===== config.mk =====
export PLATFORM = sky130hd
export DESIGN_NAME = q2_sequencer
export DESIGN_NICKNAME = d
export VERILOG_FILES = /design/src/rtl/q2_sequencer.sv
export SDC_FILE = /design/constraint.sdc
export NUM_CORES = 1
export LEC_CHECK = 0
export ABC_AREA = 1
export BUFFER_PORTS_ARGS = -buffer_cell sky130_fd_sc_hd__buf_2
export CAP_MARGIN = 10
export CORE_ASPECT_RATIO = 1.1
export CORE_UTILIZATION = 51
export CTS_CLUSTER_DIAMETER = 150
export CTS_CLUSTER_SIZE = 8
export DETAILED_ROUTE_END_ITERATION = 7
export PLACE_DENSITY = 0.84
export SLEW_MARGIN = 20
export SYNTH_ARGS = -nofsm -noshare
export SYNTH_HDL_FRONTEND = slang
export SYNTH_SLANG_ARGS = --single-unit

===== constraint.sdc =====
create_clock -name i_clk -period 4.45 [get_ports i_clk]
set_input_delay 0.445 -clock i_clk [delete_from_list [all_inputs] [get_ports i_clk]]
set_output_delay 0.445 -clock i_clk [all_outputs]
set_load 0.02 [all_outputs]

===== src/rtl/q2_sequencer.sv =====
// q2_sequencer -- Q2 control unit.
// Owns the instruction-cycle state register, the two-phase (setup/write) bus
// timing with memory wait states and a wait timeout, the bit-serial ALU
// counter and the front-panel run/step/deposit handling. All datapath
// strobes are decoded from the registered state so they are quiet in reset.
//
// Ports:
//   i_clk, i_rst          clock, asynchronous active-high reset
//   i_op[3:0]             op5..op2 from the instruction register
//   i_f, i_dbus_msb, i_x0, i_alu_cout   datapath status inputs
//   i_mem_ready           memory ready, qualifies the setup phase
//   i_run, i_step, i_dep_sw   front-panel controls (step/deposit edge-detected)
//   o_state, o_phase, o_bit_cnt   sequencer state
//   o_rd*, o_wr*, o_incp_clk      bus read selects and write strobes
//   o_xhin_*, o_xlin_*            X register input mux selects
//   o_fout, o_halted, o_bus_err   next flag, halt indicator, sticky bus error
module q2_sequencer #(
    parameter int WIDTH      = 8,
    parameter int CNT_W      = 3,
    parameter int WAIT_LIMIT = 15
) (
    input  logic             i_clk,
    input  logic             i_rst,
    input  logic [3:0]       i_op,
    input  logic             i_f,
    input  logic             i_dbus_msb,
    input  logic             i_x0,
    input  logic             i_alu_cout,
    input  logic             i_mem_ready,
    input  logic             i_run,
    input  logic             i_step,
    input  logic             i_dep_sw,
    output logic [2:0]       o_state,
    output logic             o_phase,
    output logic [CNT_W-1:0] o_bit_cnt,
    output logic             o_rdp,
    output logic             o_rdx,
    output logic             o_rda,
    output logic             o_rdm,
    output logic             o_wro,
    output logic             o_wra,
    output logic             o_wrx,
    output logic             o_wrp,
    output logic             o_wrm,
    output logic             o_wrf,
    output logic             o_incp_clk,
    output logic             o_xhin_shift,
    output logic             o_xhin_p,
    output logic             o_xhin_zero,
    output logic             o_xhin_dbus,
    output logic             o_xlin_shift,
    output logic             o_xlin_dbus,
    output logic             o_fout,
    output logic             o_halted,
    output logic             o_bus_err
);

    typedef enum logic [2:0] {
        S_FETCH = 3'd0,
        S_LOAD  = 3'd1,
        S_DEREF = 3'd2,
        S_EXEC  = 3'd3,
        S_ALU   = 3'd4,
        S_HALT  = 3'd7
    } state_t;

    localparam int WAIT_W = (WAIT_LIMIT > 1) ? $clog2(WAIT_LIMIT + 1) : 1;
    localparam logic [CNT_W-1:0]  BIT_LAST  = CNT_W'(WIDTH - 1);
    localparam logic [WAIT_W-1:0] WAIT_LAST = WAIT_W'((WAIT_LIMIT > 0) ? (WAIT_LIMIT - 1) : 0);
    localparam logic              WAIT_EN   = (WAIT_LIMIT > 0);

    state_t            r_state, w_state_nxt, w_bnd_state;
    logic              r_phase, w_phase_nxt;
    logic [CNT_W-1:0]  r_bit_cnt, w_bit_nxt;
    logic [WAIT_W-1:0] r_wait, w_wait_nxt;
    logic              r_bus_err, w_err_nxt;
    logic              r_single, w_single_nxt;
    logic              r_step_q, r_dep_q, r_dep_pulse;
    logic              w_step_rise, w_dep_rise;
    logic              w_op5, w_op4, w_op3, w_op2, w_alu_class;
    logic              w_fe, w_ld, w_dr, w_ex, w_al, w_ws;

    assign w_op5       = i_op[3];
    assign w_op4       = i_op[2];
    assign w_op3       = i_op[1];
    assign w_op2       = i_op[0];
    assign w_alu_class = (~w_op3 & ~w_op4) | ~w_op5;
    assign w_step_rise = i_step & ~r_step_q;
    assign w_dep_rise  = i_dep_sw & ~r_dep_q;
    // A single-stepped instruction always stops at its boundary, even if run rose meanwhile.
    assign w_bnd_state = (i_run && !r_single) ? S_FETCH : S_HALT;

    // Next-state logic for the instruction cycle, bus phase, ALU and wait counters.
    always_comb begin
        w_state_nxt  = r_state;
        w_phase_nxt  = r_phase;
        w_bit_nxt    = r_bit_cnt;
        w_wait_nxt   = r_wait;
        w_err_nxt    = r_bus_err;
        w_single_nxt = r_single;
        case (r_state)
            S_HALT: begin
                if (i_run) begin
                    w_state_nxt  = S_FETCH;
                    w_err_nxt    = 1'b0;
                    w_single_nxt = 1'b0;
                end else if (w_step_rise) begin
                    w_state_nxt  = S_FETCH;
                    w_err_nxt    = 1'b0;
                    w_single_nxt = 1'b1;
                end else begin
                    w_state_nxt  = S_HALT;
                end
            end
            S_FETCH, S_LOAD, S_DEREF, S_EXEC: begin
                if (!r_phase) begin
                    if (i_mem_ready) begin
                        w_phase_nxt = 1'b1;
                        w_wait_nxt  = {WAIT_W{1'b0}};
                    end else if (WAIT_EN && (r_wait == WAIT_LAST)) begin
                        // Timeout: abandon the cycle before any write strobe fires.
                        w_err_nxt    = 1'b1;
                        w_state_nxt  = S_HALT;
                        w_wait_nxt   = {WAIT_W{1'b0}};
                        w_single_nxt = 1'b0;
                    end else begin
                        w_wait_nxt = r_wait + WAIT_W'(1);
                    end
                end else begin
                    w_phase_nxt = 1'b0;
                    case (r_state)
                        S_FETCH: w_state_nxt = w_op5 ? S_EXEC : S_LOAD;
                        S_LOAD:  w_state_nxt = w_op2 ? S_DEREF : S_EXEC;
                        S_DEREF: w_state_nxt = S_EXEC;
                        default: begin
                            if (w_alu_class) begin
                                w_state_nxt = S_ALU;
                            end else begin
                                w_state_nxt  = w_bnd_state;
                                w_single_nxt = 1'b0;
                            end
                        end
                    endcase
                end
            end
            S_ALU: begin
                if (r_bit_cnt == BIT_LAST) begin
                    w_bit_nxt    = {CNT_W{1'b0}};
                    w_state_nxt  = w_bnd_state;
                    w_single_nxt = 1'b0;
                end else begin
                    w_bit_nxt = r_bit_cnt + CNT_W'(1);
                end
            end
            default: begin
                // Unused encodings recover to a safe halt.
                w_state_nxt = S_HALT;
                w_phase_nxt = 1'b0;
                w_bit_nxt   = {CNT_W{1'b0}};
                w_wait_nxt  = {WAIT_W{1'b0}};
            end
        endcase
    end

    // Sequencer state registers, front-panel edge detectors and deposit pulse.
    always_ff @(posedge i_clk or posedge i_rst) begin
        if (i_rst) begin
            r_state     <= S_HALT;
            r_phase     <= 1'b0;
            r_bit_cnt   <= {CNT_W{1'b0}};
            r_wait      <= {WAIT_W{1'b0}};
            r_bus_err   <= 1'b0;
            r_single    <= 1'b0;
            r_step_q    <= 1'b0;
            r_dep_q     <= 1'b0;
            r_dep_pulse <= 1'b0;
        end else begin
            r_state     <= w_state_nxt;
            r_phase     <= w_phase_nxt;
            r_bit_cnt   <= w_bit_nxt;
            r_wait      <= w_wait_nxt;
            r_bus_err   <= w_err_nxt;
            r_single    <= w_single_nxt;
            r_step_q    <= i_step;
            r_dep_q     <= i_dep_sw;
            // Registered so the deposit strobe is a clean single-cycle pulse.
            r_dep_pulse <= (r_state == S_HALT) & w_dep_rise;
        end
    end

    assign w_fe = (r_state == S_FETCH);
    assign w_ld = (r_state == S_LOAD);
    assign w_dr = (r_state == S_DEREF);
    assign w_ex = (r_state == S_EXEC);
    assign w_al = (r_state == S_ALU);
    // Write strobes fire in the write phase of a memory cycle and on every ALU cycle.
    assign w_ws = w_al | ((w_fe | w_ld | w_dr | w_ex) & r_phase);

    assign o_state      = r_state;
    assign o_phase      = r_phase;
    assign o_bit_cnt    = r_bit_cnt;
    assign o_halted     = (r_state == S_HALT);
    assign o_bus_err    = r_bus_err;
    assign o_rdp        = w_fe;
    assign o_rdx        = ~w_fe;
    assign o_rda        = w_ex;
    assign o_rdm        = ~w_ex;
    assign o_wro        = w_fe & w_ws;
    assign o_wra        = w_al & w_ws;
    assign o_wrx        = (w_al | w_dr | w_ld | w_fe) & w_ws;
    assign o_wrp        = w_ex & w_op5 & w_op4 & (~w_op3 | ~i_f) & w_ws;
    assign o_incp_clk   = (w_fe & w_ws) | r_dep_pulse;
    assign o_wrm        = (w_ex & w_op5 & ~w_op4 & w_op3 & w_ws) | r_dep_pulse;
    assign o_wrf        = (w_al | (w_ex & ~w_op5)) & w_ws;
    assign o_xhin_shift = w_al;
    assign o_xlin_shift = w_al;
    assign o_xhin_p     = w_fe & ~i_dbus_msb;
    assign o_xhin_zero  = w_fe & i_dbus_msb;
    assign o_xhin_dbus  = w_ld | w_dr;
    assign o_xlin_dbus  = ~w_al;
    assign o_fout       = (w_al & i_alu_cout) | (w_ex & (~w_op4 | (w_op3 & i_x0)));

endmodule


==> metrics, run 1 <==
CTS tree yes; Pre-antenna DRT Iters 6; Crit path depth 5; first-pass GRT wire length 3884 µm; fin cells 215; core footprint 1862 µm²; CTS clk-pin slew, worst paths 0.09 ns; WL final 2303 µm; vias in the first global route 983; Ports 41; Slew HR 60.75%; worst path required time 4.01 ns; H-Tree Depth 1; period utilization 49.40%; site row count 16; Resized cells post-CTS 0; Root Buffer clkbuf_4; CP Max Fanout 6; worst reg2reg startpoint o_state[2]; CP endpoint kind output port; Die H 49.78 µm; Worst path max stage delay 0.60 ns; Synth Area in Compound Gates 12.53%; CP Class register to output port; Post-DP Area 1270 µm²; Power Total 921.6 µW; Slew Viols, Final 0; worst skew pair latency 0.29 ns; Max Clk Rate 0.4549 GHz; Post-Synth Adder-Cell Area 4.728%; Post-Synth XOR/XNOR Area 0.8274%; syn_nets 165; Hold Path Class primary input to asynchronous set/reset pin; Die Width 45.44 µm; run status complete, no violations; die area 2262 µm²; Final Critical Period 2.198 ns; Critical Path AT 1.75 ns; # placed instances 211; Hold Buf Count CTS 0; IO buf count 40; Overflow after GRT 0; Routed Antenna Nets 0; Max clock buf depth 2; post-synthesis sequential element count 16; Design Area, Final 1306 µm²; DRC Markers 0; TritonCTS Sinks 16; Hold Fails Final Rpt 0; Initial Utilization 56.85%; share of layout cells above drive strength 1 31.38%; Synth Instances 147; CP top delay family flip-flops; Critical Path Source o_state[0]; commonest non-fill, non-tap cell in the layout buf_2; sequential-to-total area share from yosys stat 38.18%; Mapped Area 1059 µm²; starting DRC count in detailed routing 20; Critical path buffers and inverters 1; post-CTS setup buffers 0; commonest cells after routing, fill and taps aside buf_2 (40), nand2_1 (39), inv_1 (19); initial antenna violation count 0; final setup vio count 0; worst-margin pin slew 0.5880 ns; post-route setup TNS 0 ns; vias per cell 5.102; max cap viols 0; Max VDD drop 0.3590 mV; Post-DP HPWL 1891 µm; worst-case reg-to-reg path depth 7; Unique masters post-synth 23; DR vias 1,097; YS warnings 0; largest net degree at the start of global routing 17; Filler Cell Count 172; DR WL/cell 10.71 µm; CP cell instances nand2_2 > nor2_1 > nand2_1 > a211oi_1 > buf_2; antenna cells 0; syn_area_per_cell 7.201 µm²; clk_skew 0.005339 ns; area delta synth->final 23.40%; CTS Buf Count 3; RSZ-0062 raised after global routing false; Total Routing Usage GR 23.39%; gpl congestion 0.8716; critical path startpoint category register; Critical Path Slowest Stage Cell dfstp_2; largest family of logic cells by synthesized area simple AND/OR/NAND/NOR gates; PD cells 705.5 nW/µm²; mux share of post-synthesis cell area 0%; leakage 0.7699 nW; # nets final 207; simple-gate portion of the synthesized area 33.57%
-- final timing paths --
check / endpoint / slack (ns)
min reg2reg: r_dep_pulse / 0.40
min: r_dep_q / 0.20
max in group asynchronous: r_single / 3.87
max: o_wrp / 2.25
max reg2reg: r_wait[2] / 2.90
min in group i_clk: r_dep_q / 0.26
-- power breakdown --
part           total [mW]  internal [mW]  leakage, nW  switching (mW)
Sequential          0.259          0.201        0.203          0.0581
Combinational       0.566          0.183        0.546           0.383
Clock              0.0967         0.0499       0.0210          0.0468
Total               0.922          0.433        0.770           0.488
-- registers in the layout, summed over array words and instances (netlist names) --
register     flops
r_wait           4
r_dep_q          1
o_bit_cnt        3
r_single         1
o_phase          1
r_dep_pulse      1
o_state          3
o_bus_err        1
r_step_q         1
-- through the flow --
stage	util (%)	hold slack, ns	setup WS (ns)
floorplan	-	0.3566	2.107
global placement	68.21	0.3844	2.672
finish	70.16	0.1953	2.252
global route	70.16	0.2506	2.132
CTS	70.16	0.2184	2.241
detailed placement	68.21	0.3843	2.564
-- kinds of logic after synthesis --
kind of cell | after synthesis
AOI/OAI and AO/OA | 23
adders and majority gates | 4
xor gates and xnor gates | 1
buffers and inverters | 25
and+or+nand+nor | 78
DFF | 16
-- synth_stat cells (all sizes together) --
master	number	share of area [%]
a21oi	7	3.3
nand4	1	0.59
buf	3	2.1
o21ai	9	4.3
a211oi	1	0.71
nor2	23	11
nor3	1	0.47
a31oi	2	1.2
dfrtp	13	31
nand2	43	17
inv	22	8.0
o31ai	2	1.4
nand3	10	4.7
xor2	1	0.83
ha	4	4.7
a22o	2	1.7
dfstp	3	7.4
-- routing by layer --
layer  share of wire [%]  global-route usage (%)  vias to the layer above
li1                    -                       -                      551
met1                  44                   28.00                      495
met2                  48                   38.57                       46
met3                 6.1                   3.663                        5
met4                 2.1                   12.63                        0
met5                   0                       0                        -
-- final cells by class --
class                   count  area, µm²  area share, %
clock buffers               4      36.28          2.778
well taps                  27      33.78          2.586
flip-flops and latches     16      404.1          30.94
multi-input cells         106      546.8          41.86
repair buffers             40      200.2          15.33
inverters                  22      85.08          6.513
(Power assumes the default switching activity.)
==> inputs of run 2 (changes only) <==
- CORE_UTILIZATION: 51 -> 48
- PLACE_DENSITY: 0.84 -> 0.8
- clock period: 4.45 -> 2.04 ns (I/O delays scaled with it)
==> run 2 against run 1 <==
  * Final cell count is 0.93% higher
  * Critical path depth stayed put
  * Non-clock buffer count is 1 higher
  * Clock-buffer cell count stayed put
  * Sequential power is 120% higher
  * Sequential share of layout area is 0.21 points lower
  * Global-route usage is 0.16 points higher
  * Wire length is 7.1% higher
  * Sequential cell count stayed put
  * First-iteration DRC count is 5.0% lower
  * Critical path type unchanged
  * Largest cell class unchanged
==> metrics, run 2 (synthesis gave the netlist of run 1 again) <==
vias in the first global route 1,014 (+3.2%); IO buf count 40 (unchanged); final setup vio count 0 (unchanged); Routed Antenna Nets 0 (unchanged); Die H 51.25 µm (+3.0%); DR WL/cell 11.36 µm (+6.1%); site row count 17 (+1); Ports 41 (unchanged); H-Tree Depth 1 (unchanged); largest net degree at the start of global routing 17 (unchanged); die area 2397 µm² (+6.0%); Max Clk Rate 0.5385 GHz; worst-margin pin slew 0.6141 ns (+0.02607 ns); Root Buffer clkbuf_4; worst path required time 1.84 ns (-2.17 ns); leakage 0.7686 nW (-0.17%); Hold Path Class primary input to register; CTS tree yes; Initial Utilization 51.84% (-5.0 points); critical path startpoint category register; Largest Register r_wait; area delta synth->final 24.23%; antenna cells 0 (unchanged); hold depth 1; post-route setup TNS 0 ns (unchanged); Hold Fails Final Rpt 0 (unchanged); Post-DP HPWL 1965 µm (+3.9%); max FFs per register 4 (unchanged); commonest cells after routing, fill and taps aside buf_2 (40), nand2_1 (39), inv_1 (19); Slew HR 59.01% (-1.7 points); worst-case reg-to-reg path depth 9 (+2); commonest non-fill, non-tap cell in the layout buf_2; TritonCTS Sinks 16 (unchanged); vias per cell 4.931 (-3.4%); Power Total 2.008 mW (+120%); # nets final 208 (+0.48%); CTS clk-pin slew, worst paths 0.09 ns (about the same); RSZ-0062 raised after global routing false; WL final 2466 µm (+7.1%); Max VDD drop 0.9561 mV (+170%); DRC Markers 0 (unchanged); max cap viols 0 (unchanged); PD cells 1527 nW/µm² (+120%); Overflow after GRT 0 (unchanged); Max clock buf depth 2 (unchanged); CP Max Fanout 10 (+4); hold slack 0.03139 ns (-0.1639 ns); run status complete, no violations; share of layout cells above drive strength 1 31.22% (-0.17 points); Critical Path AT 1.65 ns (-0.10 ns); CP Class register to output port; DR vias 1,070 (-2.5%); Pre-antenna DRT Iters 4 (-2); post-CTS setup buffers 0 (unchanged); clk_skew 0.001828 ns (-0.003511 ns); CTS Buf Count 3 (unchanged); first-pass GRT wire length 4077 µm (+5.0%); worst skew pair latency 0.29 ns (about the same); starting DRC count in detailed routing 19 (-5.0%); Die Width 46.78 µm (+2.9%); Filler Cell Count 206 (+20%); initial antenna violation count 0 (unchanged); period utilization 91.03%; CP endpoint kind output port; Total Routing Usage GR 23.55% (+0.16 points); gpl congestion 0.8063 (-7.5%); Slew Viols, Final 0 (unchanged); Final Critical Period 1.857 ns; core footprint 2042 µm² (+9.7%)
run 2: cell count changes in the layout (fill, tap and decap cells not counted), sizes merged:
cell	delta
dlygate4sd3	+1
run 2: stage by stage:
step | cell area [µm²] | utilization, % | setup slack (ns) | cells
floorplan | 1059 | - | 0.005028 | 147
global placement | 1271 | 62.25 | 0.4936 | 212
detailed placement | 1271 | 62.25 | 0.4282 | 212
CTS | 1308 | 64.03 | 0.09990 | 217
global route | 1315 | 64.40 | 0.02565 | 217
finish | 1315 | 64.40 | 0.1830 | 217
run 2: worst paths after layout:
kind | start | to | slack, ns
max | o_state[2] | o_wrp | 0.18
max reg2reg | o_state[2] | r_wait[3] | 0.46
min reg2reg | r_dep_q | r_dep_pulse | 0.41
min | i_step | r_step_q | 0.03
max in group asynchronous | i_rst | r_step_q | 1.12
min in group asynchronous | i_rst | r_dep_q | 0.53
run 2: report_power, final:
part | internal, mW | switching [mW]
sequential | 0.438 | 0.136
clock | 0.0761 | 0.0967
combinational | 0.406 | 0.856
total | 0.920 | 1.09
run 2: cell type report:
class,instances,area [µm²],area share [%]
clock buffer,4,26.28,1.998
inverter,22,85.08,6.470
multi-input combinational,106,554.3,42.15
sequential,16,404.1,30.73
tap,28,35.03,2.664
timing repair buffer,41,210.2,15.98
run 2: worst max-delay path: stages, from the launching register on:
cell,delay (ns)
dfstp_2,0.68
nand2_4,0.13
nand2_4,0.13
nand2_1,0.06
a211oi_1,0.16
buf_2,0.20
run 2: what timing repair did:
action,CTS,global route
endpoints found under the hold margin,13,0
hold buffers,1,0
gates resized for setup,0,2
endpoints found under the setup margin,0,2
run 2: routing by layer:
layer  vias up  global-route usage, %  share of wire (%)
met5         -                      0                  0
met4         0                  9.524                1.7
met3         5                  2.473                3.7
met2        35                  43.98                 51
met1       481                  25.62                 44
li1        549                      -                  -
==> inputs of run 3 (changes only) <==
- CORE_UTILIZATION: 48 -> 50
- CTS_BUF_LIST: not set -> sky130_fd_sc_hd__clkbuf_4 sky130_fd_sc_hd__clkbuf_8
- CTS_CLUSTER_DIAMETER: 150 -> not set
- GPL_ROUTABILITY_DRIVEN: not set -> 0
- PLACE_DENSITY: 0.8 -> 0.83
==> run 3 against run 2 <==
  * Design area about the same
  * Worst hold slack better by 0.010 ns
  * Sequential power is 0.7% lower
  * Non-clock buffer count unchanged
  * Clock power is 6% higher
  * Global-route usage down 1.3 points
  * Die area down 3.8%
  * Critical path type unchanged
  * Largest cell class unchanged
==> metrics, run 3 (synthesis gave the netlist of run 1 again) <==
starting DRC count in detailed routing 14 (-5); area delta synth->final 24.11% (about the same); IO buf count 40 (unchanged); Die Width 45.87 µm (-1.9%); site row count 17 (unchanged); Slew HR 58.90% (-0.11 points); vias per cell 4.963 (+0.65%); Root Buffer clkbuf_4; RSZ-0062 raised after global routing false; Overflow after GRT 0 (unchanged); Critical Path Source o_state[1]; CP Class register to output port; DR vias 1,077 (+0.65%); final setup vio count 0 (unchanged); antenna cells 0 (unchanged); H-Tree Depth 1 (unchanged); run status complete, no violations; DR WL/cell 10.93 µm (-3.9%); Pre-antenna DRT Iters 4 (unchanged); leakage 0.7714 nW (+0.36%); CP Max Fanout 7 (-3); commonest cells after routing, fill and taps aside buf_2 (40), nand2_1 (39), inv_1 (19); Routed Antenna Nets 0 (unchanged); Hold Path Origin i_dep_sw; post-CTS setup buffers 0 (unchanged); vias in the first global route 965 (-4.8%); Place WS 0.4136 ns (-0.01459 ns); worst path required time 1.84 ns (about the same); TritonCTS Sinks 16 (unchanged); final worst slack 0.1582 ns (-0.02474 ns); worst skew pair latency 0.28 ns (about the same); Critical Path AT 1.68 ns (+0.03 ns); clk_skew 0.003050 ns (+0.001222 ns); Largest Register r_wait; core footprint 1999 µm² (-2.1%); Total Routing Usage GR 22.22% (-1.3 points); WL final 2371 µm (-3.9%); Max clock buf depth 2 (unchanged); Ports 41 (unchanged); largest net degree at the start of global routing 17 (unchanged); CTS Buf Count 3 (unchanged); first-pass GRT wire length 3781 µm (-7.3%); Max VDD drop 0.7674 mV (-20%); critical path startpoint category register; max FFs per register 4 (unchanged); Post-DP HPWL 1912 µm (-2.7%); CTS tree yes; Initial Utilization 52.94% (+1.1 points); worst reg2reg startpoint o_state[2]; post-route setup TNS 0 ns (unchanged); Hold Fails Final Rpt 0 (unchanged); Final Critical Period 1.882 ns (+0.02474 ns); die area 2305 µm² (-3.8%); CTS clk-pin slew, worst paths 0.09 ns (about the same); Hold Path Class primary input to register; initial antenna violation count 0 (unchanged); period utilization 92.24% (+1.2 points); Max Clk Rate 0.5314 GHz (-1.3%); PD cells 1517 nW/µm² (-0.64%); Die H 50.26 µm (-1.9%); share of layout cells above drive strength 1 31.75% (+0.53 points); DRC Markers 0 (unchanged); Design Area, Final 1314 µm² (about the same); # nets final 208 (unchanged); max cap viols 0 (unchanged); Slew Viols, Final 0 (unchanged); Post-DP Area 1271 µm² (unchanged); CP endpoint kind output port; worst-margin pin slew 0.6158 ns (+0.001669 ns); commonest non-fill, non-tap cell in the layout buf_2
## run 3: cell counts in the layout (fill, tap and decap cells not counted)
Identical to the previous run, type by type.
## run 3: path summary, 6_finish.rpt
| check | end | slack (ns) | cells past startpoint |
|---|---|---|---|
| max in group asynchronous | o_phase | 1.11 | 3 |
| min | r_dep_q | 0.04 | 1 |
| max | o_wrp | 0.16 | 5 |
| max reg2reg | o_state[0] | 0.48 | 8 |
| min reg2reg | r_dep_pulse | 0.41 | 1 |
| min in group asynchronous | r_dep_q | 0.53 | 3 |
## run 3: routing by layer
layer	GRT usage, %	vias up	share of wire [%]
li1	-	549	-
met1	24.19	492	43
met2	41.55	32	52
met3	2.158	4	4.2
met4	8.824	0	1.4
met5	0	-	0
## run 3: final cells by class
cell class | count | area, µm²
Clock buffer | 4 | 30.03
Timing Repair Buffer | 41 | 210.2
Multi-Input combinational cell | 106 | 549.3
Fill cell | 199 | 685.7
Sequential cell | 16 | 404.1
Inverter | 22 | 85.08
Tap cell | 28 | 35.03
## run 3: report_power, final
part	leakage, nW	internal (mW)	switching (mW)
Clock	0.0184	0.0891	0.0936
Sequential	0.203	0.438	0.132
Combinational	0.550	0.402	0.839
## run 3: critical path, cell delays in order (launching register included)
cell and delay (ns):
dfstp_2 0.60, nand2_2 0.12, nor2_2 0.17, nand2_1 0.09, a211oi_1 0.22, buf_2 0.20
## run 3: what timing repair did
item | 4_1_cts | 5_1_grt
hold endpoints to repair | 1 | 0
hold buffers | 1 | 0
setup endpoints to repair | 0 | 1
gates resized for setup | 0 | 1
## run 3: per-stage QoR
step	hold WS (ns)	total power, mW	utilization, %	instances
detailed placement	0.3069	1.807	63.58	212
finish	0.04165	1.994	65.71	217
floorplan	0.1156	1.493	-	147
CTS	0.03705	1.994	65.58	217
global placement	0.2959	1.772	63.58	212
global route	0.03547	2.180	65.71	217
